File: src/rtl/pipe_stall_ctrl_pkg.sv
// Shared encodings for the pipeline stall controller: FSM states, per-stage hold
// patterns and the Stop/NoStop levels understood by the pipeline registers.
package pipe_stall_ctrl_pkg;

    typedef enum logic [1:0] {
        IDLE     = 2'd0,
        DIV_WAIT = 2'd1,
        MEM_WAIT = 2'd2
    } stall_state_e;

    localparam int STALL_W = 6;

    // Bit positions inside the stall vector
    localparam int PC_BIT  = 0;
    localparam int IF_BIT  = 1;
    localparam int ID_BIT  = 2;
    localparam int EX_BIT  = 3;
    localparam int MEM_BIT = 4;
    localparam int WB_BIT  = 5;

    localparam logic [STALL_W-1:0] STALL_NONE = 6'b000000;
    localparam logic [STALL_W-1:0] STALL_ID   = 6'b000111;
    localparam logic [STALL_W-1:0] STALL_EX   = 6'b001111;
    localparam logic [STALL_W-1:0] STALL_MEM  = 6'b011111;

    localparam logic Stop   = 1'b1;
    localparam logic NoStop = 1'b0;

    localparam int WAIT_W = 10;

endpackage : pipe_stall_ctrl_pkg

File: src/rtl/pipe_stall_ctrl_counter.sv
// stall_sat_counter: saturating up-counter with synchronous clear that wins over
// increment; counts stall cycles for performance monitoring.
module stall_sat_counter #(
    parameter int WIDTH = 32
) (
    input  logic             i_clk,
    input  logic             i_rst_n,
    input  logic             i_inc,
    input  logic             i_clr,
    output logic [WIDTH-1:0] o_cnt
);

    logic [WIDTH-1:0] r_cnt;
    logic             w_at_max;

    assign w_at_max = &r_cnt;

    always_ff @(posedge i_clk or negedge i_rst_n) begin
        if (!i_rst_n) begin
            r_cnt <= '0;
        end else if (i_clr) begin
            r_cnt <= '0;
        end else if (i_inc && !w_at_max) begin
            r_cnt <= r_cnt + 1'b1;
        end
    end

    assign o_cnt = r_cnt;

endmodule : stall_sat_counter

File: src/rtl/pipe_stall_ctrl.sv
// Pipeline stall controller: merges decode/execute hazards with divide and memory
// waits into per-stage holds. Optional watchdog enabled by STALL_WATCHDOG_EN.
module pipe_stall_ctrl
    import pipe_stall_ctrl_pkg::*;
#(
    parameter int TIMEOUT = 64,
    parameter int CNT_W   = 32
) (
    input  logic                 clk,
    input  logic                 rst,
    input  logic                 stallreq_id,
    input  logic                 stallreq_ex,
    input  logic                 div_start,
    input  logic                 div_ready,
    input  logic                 mem_req,
    input  logic                 mem_ack,
    input  logic                 clr_cnt,
    output logic [STALL_W-1:0]   stall,
    output logic                 busy,
    output logic [CNT_W-1:0]     stall_cnt,
    output logic                 timeout_err
);

    if (TIMEOUT < 2 || TIMEOUT > 1023) begin : g_bad_timeout
        $error("pipe_stall_ctrl: TIMEOUT out of range 2..1023");
    end

    stall_state_e r_state;
    stall_state_e w_state_nxt;
    logic         r_busy;
    logic         w_mem_src;
    logic         w_ex_src;
    logic         w_id_src;
    logic         w_wd_fire;
    logic         w_cnt_inc;

    // Request sources; the ack in the current cycle releases its own source
    assign w_mem_src = ((r_state == MEM_WAIT) && !mem_ack) ||
                       ((r_state == IDLE) && mem_req && !mem_ack);
    assign w_ex_src  = ((r_state == DIV_WAIT) && !div_ready) ||
                       ((r_state == IDLE) && div_start && !div_ready) ||
                       stallreq_ex;
    assign w_id_src  = stallreq_id;

    always_comb begin
        stall = STALL_NONE;
        if (!rst) begin
            stall = STALL_NONE;
        end else if (w_mem_src) begin
            stall = STALL_MEM;
        end else if (w_ex_src) begin
            stall = STALL_EX;
        end else if (w_id_src) begin
            stall = STALL_ID;
        end
    end

`ifdef STALL_WATCHDOG_EN
    logic [WAIT_W-1:0] r_wait_cnt;
    logic              r_timeout_err;
    logic              w_wait_ack;

    assign w_wait_ack = ((r_state == DIV_WAIT) && div_ready) ||
                        ((r_state == MEM_WAIT) && mem_ack);
    assign w_wd_fire  = (r_state != IDLE) && !w_wait_ack &&
                        (r_wait_cnt == WAIT_W'(TIMEOUT - 1));

    // Held at zero in IDLE so every wait starts counting from zero
    always_ff @(posedge clk or negedge rst) begin
        if (!rst) begin
            r_wait_cnt    <= '0;
            r_timeout_err <= 1'b0;
        end else begin
            if (r_state == IDLE) begin
                r_wait_cnt <= '0;
            end else begin
                r_wait_cnt <= r_wait_cnt + 1'b1;
            end
            if (w_wd_fire) begin
                r_timeout_err <= 1'b1;
            end
        end
    end

    assign timeout_err = r_timeout_err;
`else
    assign w_wd_fire   = 1'b0;
    assign timeout_err = 1'b0;
`endif

    always_comb begin
        w_state_nxt = r_state;
        case (r_state)
            IDLE: begin
                if (mem_req && !mem_ack) begin
                    w_state_nxt = MEM_WAIT;
                end else if (div_start && !div_ready) begin
                    w_state_nxt = DIV_WAIT;
                end
            end
            DIV_WAIT: begin
                if (div_ready || w_wd_fire) begin
                    w_state_nxt = IDLE;
                end
            end
            MEM_WAIT: begin
                if (mem_ack || w_wd_fire) begin
                    w_state_nxt = IDLE;
                end
            end
            default: w_state_nxt = IDLE;
        endcase
    end

    always_ff @(posedge clk or negedge rst) begin
        if (!rst) begin
            r_state <= IDLE;
            r_busy  <= 1'b0;
        end else begin
            r_state <= w_state_nxt;
            r_busy  <= (w_state_nxt != IDLE);
        end
    end

    assign busy      = r_busy;
    assign w_cnt_inc = (stall[PC_BIT] == Stop);

    stall_sat_counter #(
        .WIDTH (CNT_W)
    ) u_stall_cnt (
        .i_clk   (clk),
        .i_rst_n (rst),
        .i_inc   (w_cnt_inc),
        .i_clr   (clr_cnt),
        .o_cnt   (stall_cnt)
    );

endmodule : pipe_stall_ctrl

File: config.mk
export PLATFORM = sky130hd
export DESIGN_NAME = pipe_stall_ctrl
export DESIGN_NICKNAME = d
export VERILOG_FILES = /design/src/rtl/pipe_stall_ctrl_pkg.sv /design/src/rtl/pipe_stall_ctrl_counter.sv /design/src/rtl/pipe_stall_ctrl.sv
export SDC_FILE = /design/constraint.sdc
export NUM_CORES = 1
export LEC_CHECK = 0
export CORE_ASPECT_RATIO = 0.6
export CORE_UTILIZATION = 54
export DETAILED_ROUTE_END_ITERATION = 8
export GPL_TIMING_DRIVEN = 0
export PLACE_DENSITY = 0.86
export SLEW_MARGIN = 10
export SYNTH_ARGS = -nofsm -noshare
export SYNTH_HDL_FRONTEND = slang
export SYNTH_SLANG_ARGS = --single-unit
File: constraint.sdc
create_clock -name clk -period 4.22 [get_ports clk]
set_input_delay 0.422 -clock clk [delete_from_list [all_inputs] [get_ports clk]]
set_output_delay 0.422 -clock clk [all_outputs]
set_load 0.02 [all_outputs]
== Yosys cells after proc, flatten, opt, wreduce, memory -nomap -nowiden ==
Index checks and enable logic that the tools add are counted.
W data, S select, Z words.
Storage, ports and cells
  bits in registers: 35
  input bits: 9
  word-level logic and storage cells: 36
  output and inout port bits: 40
Cells by class
  equal/unequal tests: 2
  mux-type cells: 11
  reductions and logical operators: 19
  add/sub/neg operators: 1
Operator list (count)
  $mux W32: 2
  $add A32 B1 Y32 const B: 1
  $reduce_and A32 Y1: 1
  $mux W6: 2
  $logic_and A1 B1 Y1: 9
  $mux W2: 4
  $pmux W2 S3: 1
  $mux W4: 1
  $reduce_bool A2 Y1: 2
  $logic_not A1 Y1: 3
  $logic_or A1 B1 Y1: 3
  $mux W3: 1
  $eq A2 B1 Y1 const B: 1
  $eq A2 B2 Y1 const B: 1
  $logic_not A2 Y1: 1

== Longest topological paths before layout ==
Gate-level depths: netlist of run 1.
  word-level depth: 11
  gate-level depth with buffers: 7
  depth with buffers taken out: 6

== By module ==
From an unflattened synthesis of run 1, not the netlist that was laid out.
Second synthesis, totals
  cell total of the unflattened synthesis: 209
  area total of the unflattened synthesis: 2049.5 sq um
Modules (own cells, without submodules)
  stall_sat_counter: times used 1, cells each 190, area each 1865.5 sq um, sequential area each 800.8 sq um
  pipe_stall_ctrl: times used 1, cells each 19, area each 183.9 sq um, sequential area each 75.1 sq um

== Least setup slack after synthesis of run 1 ==
No wires, ideal clock.
  path kind: reg-to-reg
  from: reg u_stall_cnt.r_cnt[25] (netlist: u_stall_cnt.o_cnt[25])
  to: reg u_stall_cnt.r_cnt[23] (netlist: u_stall_cnt.o_cnt[23])
  clock period less this slack: 2047 ps
  stages on the path, launching flop included: 8
  slack: 2173 ps
  arrival time: 1969 ps
  buffers on the path: 2
  library setup time: 78 ps
  required time: 4142 ps
  path through: dfrtp_1 > and4_1 > buf_6 > and3_4 > a31o_4 > buf_6 > or4_1 > a21oi_1
On the way
  cells in the longest elaborated chain, start to end: 4
RTL lines
  from (decl): RTL line pipe_stall_ctrl_counter.sv:13  | logic [WIDTH-1:0] r_cnt;
  from (signal assigned): RTL line pipe_stall_ctrl_counter.sv:24  | r_cnt <= r_cnt + 1'b1;
  $reduce_and A32 Y1: RTL line pipe_stall_ctrl_counter.sv:16  | assign w_at_max = &r_cnt;
  $logic_not A1 Y1: RTL line pipe_stall_ctrl_counter.sv:23  | end else if (i_inc && !w_at_max) begin
  $logic_and A1 B1 Y1: RTL line pipe_stall_ctrl_counter.sv:23
  $reduce_bool A2 Y1 (no line)
Every way passes these cells.
A chain may end at the register's enable or synchronous reset.

== Final worst setup path of run 1 ==
  from: in mem_ack
  to: out stall[2]
On the way
  cells in the longest elaborated chain, start to end: 5
  elaborated cells between the ends (all ways): 6
  classes of those cells: mux (2); reduce/logical (4)
RTL lines
  from (decl): RTL line pipe_stall_ctrl.sv:16  | input logic mem_ack,
  $logic_not A1 Y1 *: RTL line pipe_stall_ctrl.sv:38, pipe_stall_ctrl.sv:39
  $logic_and A1 B1 Y1 (on tied branches): RTL line pipe_stall_ctrl.sv:38, pipe_stall_ctrl.sv:39
  $logic_or A1 B1 Y1 *: RTL line pipe_stall_ctrl.sv:38  | assign w_mem_src = ((r_state == MEM_WAIT) && !mem_ack) ||
  $mux W6 *: RTL line pipe_stall_ctrl.sv:49  | end else if (w_mem_src) begin
  $mux W6 *: RTL line pipe_stall_ctrl.sv:47  | if (!rst) begin
  to (decl): RTL line pipe_stall_ctrl.sv:18  | output logic [STALL_W-1:0] stall,
Every way passes the cells marked *; elsewhere a longest branch is shown, timed or not.

==> results.json, run 1 <==
{
  "antenna_found_initial": 0,
  "status": "finished clean",
  "required_ns": 3.80,
  "routabilityCongestion": 0.829,
  "worstPathCellList": "clkdlybuf4s50_1 -> or2_1 -> o221ai_4 -> and2_1 -> buf_4 -> clkdlybuf4s50_1",
  "row_count": 17,
  "final_area_um2": 2690,
  "setup_viol": 0,
  "p_clk_frac": 0.350,
  "crit_path_max_incr_delay_ns": 0.59,
  "ys_warn_count": 0,
  "pwr-share-comb": 0.117,
  "cts_tree": "built",
  "clk_transition_reported_paths_ns": 0.07,
  "internal-power_w": 0.000483,
  "chipHeight_um": 50.1,
  "fill_cells": 281,
  "path_class": "in -> out",
  "grt_usage": 0.304,
  "grt_pass1_vias": 1822,
  "drt.antenna.violating_nets": 0,
  "drcViolationCount": 0,
  "insertion_delay_ns": 0.29,
  "cts_root_buf": "clkbuf_8",
  "postSynthAreaPerCell_um2": 9.27,
  "pre_cts_slack_ns": 1.41,
  "rsz0062_at_grt": "no",
  "io_pins": 49,
  "synth_top_area_frac": 0.420,
  "critPathLaunchType": "input pin",
  "layout.nets": 289,
  "endpoint_kind": "primary output",
  "synth_edf_count": 0,
  "min_period_over_period": 0.668,
  "cts_htree_levels": 2,
  "hold_violations": 0,
  "cts_setup_buffers": 0,
  "drive_gt1_frac": 0.115,
  "clock.fmax_mhz": 355,
  "cap_violations": 0,
  "crit_slowest_cell": "clkdlybuf4s50_1",
  "ys_top_cells_by_area": "dfrtp_1 (42%), a21oi_1 (6.5%), or4_1 (4.7%)",
  "critPathBufInv": 3,
  "fp.dieW_um": 82.2,
  "clock_sinks": 35,
  "grt-ovfl-total": 0,
  "clock_path_buffers": 2,
  "portBuffers": 45,
  "max-slew-margin-rel": 0.652,
  "numCtsBuffers": 5,
  "seqCellArea_um2": 876,
  "grt_first_pass_wirelength_mm": 9.18,
  "drt-total-wl_mm": 5.48,
  "ys_seq_area_frac": 0.420,
  "tns_ns": 0,
  "avgViaCountPerCell": 6.33,
  "synth_cell_types": 45,
  "p_per_area_nw_per_um2": 241,
  "min_path_type": "in -> async",
  "most-common-layout-cells": "clkdlybuf4s50_1 (44), dfrtp_1 (35), a21oi_1 (27)",
  "fin_skew_ns": 0.00524,
  "period_minus_slack_ns": 2.82,
  "p_sw_w": 0.000163,
  "cp_top_family": "buffers and inverters",
  "final_util": 0.730,
  "dieArea_um2": 4120,
  "drt-pass1-iter-count": 4,
  "core-area_um2": 3680,
  "layout_commonest_cell": "clkdlybuf4s50_1",
  "num_antenna_cells": 0,
  "dp_hpwl_mm": 4.01,
  "drtIter0Drc": 203,
  "ctsResizeCount": 0,
  "synth-main-ff-cell": "dfrtp_1",
  "vias": 2056,
  "yosys.area.top_type": "dfrtp_1",
  "area_delta_synth_final_pct": 28.8,
  "synthArstFlopShare": 1.00,
  "place_area_um2": 2610,
  "p_seq_frac": 0.532,
  "switching_share": 0.253,
  "slew_violations": 0,
  "multi_input_area_um2": 1080,
  "worst_pin_slew_ns": 0.523,
  "synth_seq_cells": 35,
  "post_drt_wl_per_cell_um": 16.9,
  "synthCells": 225,
  "finalHoldWorstSlack_ns": 0.0365,
  "crit_path_frequent_cell": "clkdlybuf4s50_1",
  "crit_fanout": 7,
  "ir_drop_mv": 0.162,
  "fin_ws_ns": 1.40,
  "ctsHoldBuffers": 0,
  "leakagePower_nw": 0.983,
  "start_util": 0.567,
  "netlist_area_um2": 2090,
  "worstPathArrival_ns": 2.40,
  "grt_max_degree": 30
}
==> flip-flops by register name, summed over array words and instances (netlist names) <==
signal and cells:
r_state 2, u_stall_cnt.o_cnt 32, busy 1
==> metal layers <==
layer	global-route usage	vias up	routed length, um
met3	0.0618	8	393
met5	0	-	0
met1	0.477	993	2650
met4	0.0789	0	53
li1	-	970	-
met2	0.420	85	2390
==> worst paths after layout <==
kind	start	to	depth (start not counted)	slack, ns
max	mem_ack	stall[2]	6	1.40
min	rst	u_stall_cnt.o_cnt[12]$_DFFE_PN0P_	1	0.04
max reg2reg	u_stall_cnt.o_cnt[0]$_DFFE_PN0P_	u_stall_cnt.o_cnt[26]$_DFFE_PN0P_	6	1.96
min reg2reg	r_state[0]$_DFF_PN0_	r_state[0]$_DFF_PN0_	2	0.54
max in group asynchronous	rst	u_stall_cnt.o_cnt[4]$_DFFE_PN0P_	2	3.71
min in group clk	r_state[0]$_DFF_PN0_	r_state[0]$_DFF_PN0_	2	0.54
==> final cells by class <==
| type | count | area share |
|---|---|---|
| multi-input cells | 172 | 0.403 |
| flip-flops and latches | 35 | 0.326 |
| repair buffers | 46 | 0.173 |
| plain buffers | 17 | 0.0456 |
| clock buffers | 6 | 0.0270 |
| well taps | 47 | 0.0219 |
| inverters | 2 | 0.00279 |
==> synth_stat cells (3+ instances only) <==
library cell,number
dfrtp_1,35
a21oi_1,27
nand2_1,16
nor2_1,13
o21ai_0,13
or4_1,13
nand4_1,12
o31ai_1,12
or3_1,12
nand3_1,9
and4_1,8
buf_4,8
and2_1,4
clkbuf_1,3
==> through the flow <==
step	power (W)	instances
6_report	0.000646	325
3_5_place_dp	0.000426	319
2_1_floorplan	0.000388	226
3_3_place_gp	0.000422	318
4_1_cts	0.000651	325
5_1_grt	0.000669	325
==> cells by family (layout without fill, tap and decap cells) <==
| group | count (synthesis) | count (layout) | share of synthesized area |
|---|---|---|---|
| flops | 35 | 35 | 0.420 |
| buf+inv | 19 | 71 | 0.0624 |
| mux | 3 | 3 | 0.0156 |
| other cells | 1 | 2 | 0.00180 |
| xor+xnor | 2 | 2 | 0.00840 |
| fa+ha+maj | 1 | 1 | 0.00600 |
| simple gates | 102 | 102 | 0.293 |
| compound gates | 62 | 62 | 0.193 |
==> power groups by stage <==
stage                     registers [W]  clock network, W  logic (W)
after floorplan                0.000354                 0  0.0000345
after global placement         0.000350                 0  0.0000716
after detailed placement       0.000350                 0  0.0000761
after CTS                      0.000344          0.000231  0.0000764
after global routing           0.000345          0.000241  0.0000831
final                          0.000344          0.000226  0.0000759
(Power assumes the default switching activity.)
==> run 2, diff against run 1 <==
CORE_UTILIZATION = 45   (was 54)
PLACE_DENSITY = 0.76   (was 0.86)
clock period = 2.53 ns   (was 4.22 ns; I/O delays follow)
==> run 2 against run 1 <==
Effect of this change:
- worst hold slack improved by 0.33 ns
- critical path depth did not move
- register-to-register slack got worse by 1.7 ns
- clock skew rose by 0.0045 ns
- first-iteration DRC count fell by 34%
- clock-buffer cell count rose by 2
- non-clock buffer count rose by 3
- cell count rose by 5.5%
- via count fell by 0.68%
- critical endpoint is now stall[1]
==> results.json, run 2 (synthesis results as in run 1) <==
{
  "clock_path_buffers": 2,
  "clock_sinks": 35,
  "start_util": 0.487,
  "chipHeight_um": 54.7,
  "vias": 2042,
  "ir_drop_mv": 0.204,
  "status": "finished clean",
  "dp_hpwl_mm": 3.98,
  "ctsResizeCount": 0,
  "grt_pass1_vias": 1739,
  "worstPathArrival_ns": 2.12,
  "hold_violations": 0,
  "min_path_type": "in -> async",
  "row_count": 18,
  "numCtsBuffers": 5,
  "routabilityCongestion": 0.810,
  "setup_viol": 0,
  "grt-ovfl-total": 0,
  "min_period_over_period": 0.938,
  "leakagePower_nw": 1.02,
  "drt-pass1-iter-count": 4,
  "dieArea_um2": 4920,
  "cts_htree_levels": 2,
  "grt_first_pass_wirelength_mm": 8.82,
  "required_ns": 2.28,
  "finalHoldWorstSlack_ns": 0.370,
  "post_drt_wl_per_cell_um": 16.4,
  "clock.fmax_mhz": 421,
  "num_antenna_cells": 0,
  "drt.antenna.violating_nets": 0,
  "rsz0062_at_grt": "no",
  "portBuffers": 45,
  "most-common-layout-cells": "clkdlybuf4s50_1 (44), dfrtp_1 (35), a21oi_1 (27)",
  "tns_ns": 0,
  "antenna_found_initial": 0,
  "clk_transition_reported_paths_ns": 0.08,
  "io_pins": 49,
  "insertion_delay_ns": 0.28,
  "p_per_area_nw_per_um2": 416,
  "largest_register_ffs": 32,
  "crit_fanout": 18,
  "final_util": 0.648,
  "total_power_w": 0.00115,
  "drive_gt1_frac": 0.127,
  "layout.nets": 292,
  "endpoint_kind": "primary output",
  "core-area_um2": 4280,
  "fin_skew_ns": 0.00979,
  "cts_tree": "built",
  "path_class": "in -> out",
  "fp.dieW_um": 89.9,
  "slew_violations": 0,
  "drt-total-wl_mm": 5.63,
  "drtIter0Drc": 134,
  "layout_commonest_cell": "clkdlybuf4s50_1",
  "cts_root_buf": "clkbuf_8",
  "fill_cells": 354,
  "avgViaCountPerCell": 5.95,
  "period_minus_slack_ns": 2.37,
  "grt_usage": 0.233,
  "critPathLaunchType": "input pin",
  "grt_max_degree": 37,
  "cap_violations": 0,
  "area_delta_synth_final_pct": 32.9,
  "drcViolationCount": 0
}
run 2: changes by cell type in the layout (fill, tap and decap cells not counted):
| cell | delta |
|---|---|
| buf_4 | +1 |
| clkbuf_16 | +1 |
| clkbuf_8 | +2 |
| dlygate4sd3_1 | +1 |
run 2: critical path, stage by stage:
cell	delay, ns
dlygate4sd3_1	0.52
buf_2	0.27
buf_12	0.20
and2_1	0.17
buf_4	0.11
clkdlybuf4s50_1	0.59
run 2: through the flow:
step	std cells	worst slack (ns)	cell area, um^2
finish	343	0.157	2770
global route	343	0.0337	2770
CTS	341	0.0420	2740
detailed placement	332	0.0790	2630
global placement	331	-1.05	2620
floorplan	226	0.483	2090
run 2: repair_timing:
action | CTS | global route
endpoints found under the hold margin | 7 | 0
buffers inserted | 0 | 1
setup endpoints to repair | 0 | 3
hold buffers | 1 | 0
run 2: report_power, final:
group	internal [W]	switching (W)
combinational	0.0000599	0.0000720
sequential	0.000567	0.00000682
clock	0.000249	0.000199
total	0.000876	0.000277
run 2: cell type report:
class | instances | area [um^2] | area share
Inverter | 2 | 7.51 | 0.00271
Timing Repair Buffer | 49 | 508 | 0.183
Sequential cell | 35 | 876 | 0.316
Multi-Input combinational cell | 172 | 1080 | 0.391
Buffer | 17 | 123 | 0.0442
Tap cell | 60 | 75.1 | 0.0271
Clock buffer | 8 | 100 | 0.0361
run 2: metal layers:
layer  global-route usage  share of wire
met5                    0              0
met4               0.0457         0.0068
met3               0.0458          0.078
met2                0.364           0.42
met1                0.339           0.49
run 2: path summary, 6_finish.rpt:
path | from | cells past startpoint | end | slack, ns
worst max-delay path | rst | 6 | stall[1] | 0.16
worst min-delay path | rst | 2 | u_stall_cnt.o_cnt[23]$_DFFE_PN0P_ | 0.37
worst max register to register | u_stall_cnt.o_cnt[1]$_DFFE_PN0P_ | 6 | u_stall_cnt.o_cnt[26]$_DFFE_PN0P_ | 0.30
worst min register to register | r_state[0]$_DFF_PN0_ | 2 | r_state[0]$_DFF_PN0_ | 0.53
max in group asynchronous | rst | 3 | u_stall_cnt.o_cnt[12]$_DFFE_PN0P_ | 1.73
min in group clk | r_state[0]$_DFF_PN0_ | 2 | r_state[0]$_DFF_PN0_ | 0.53
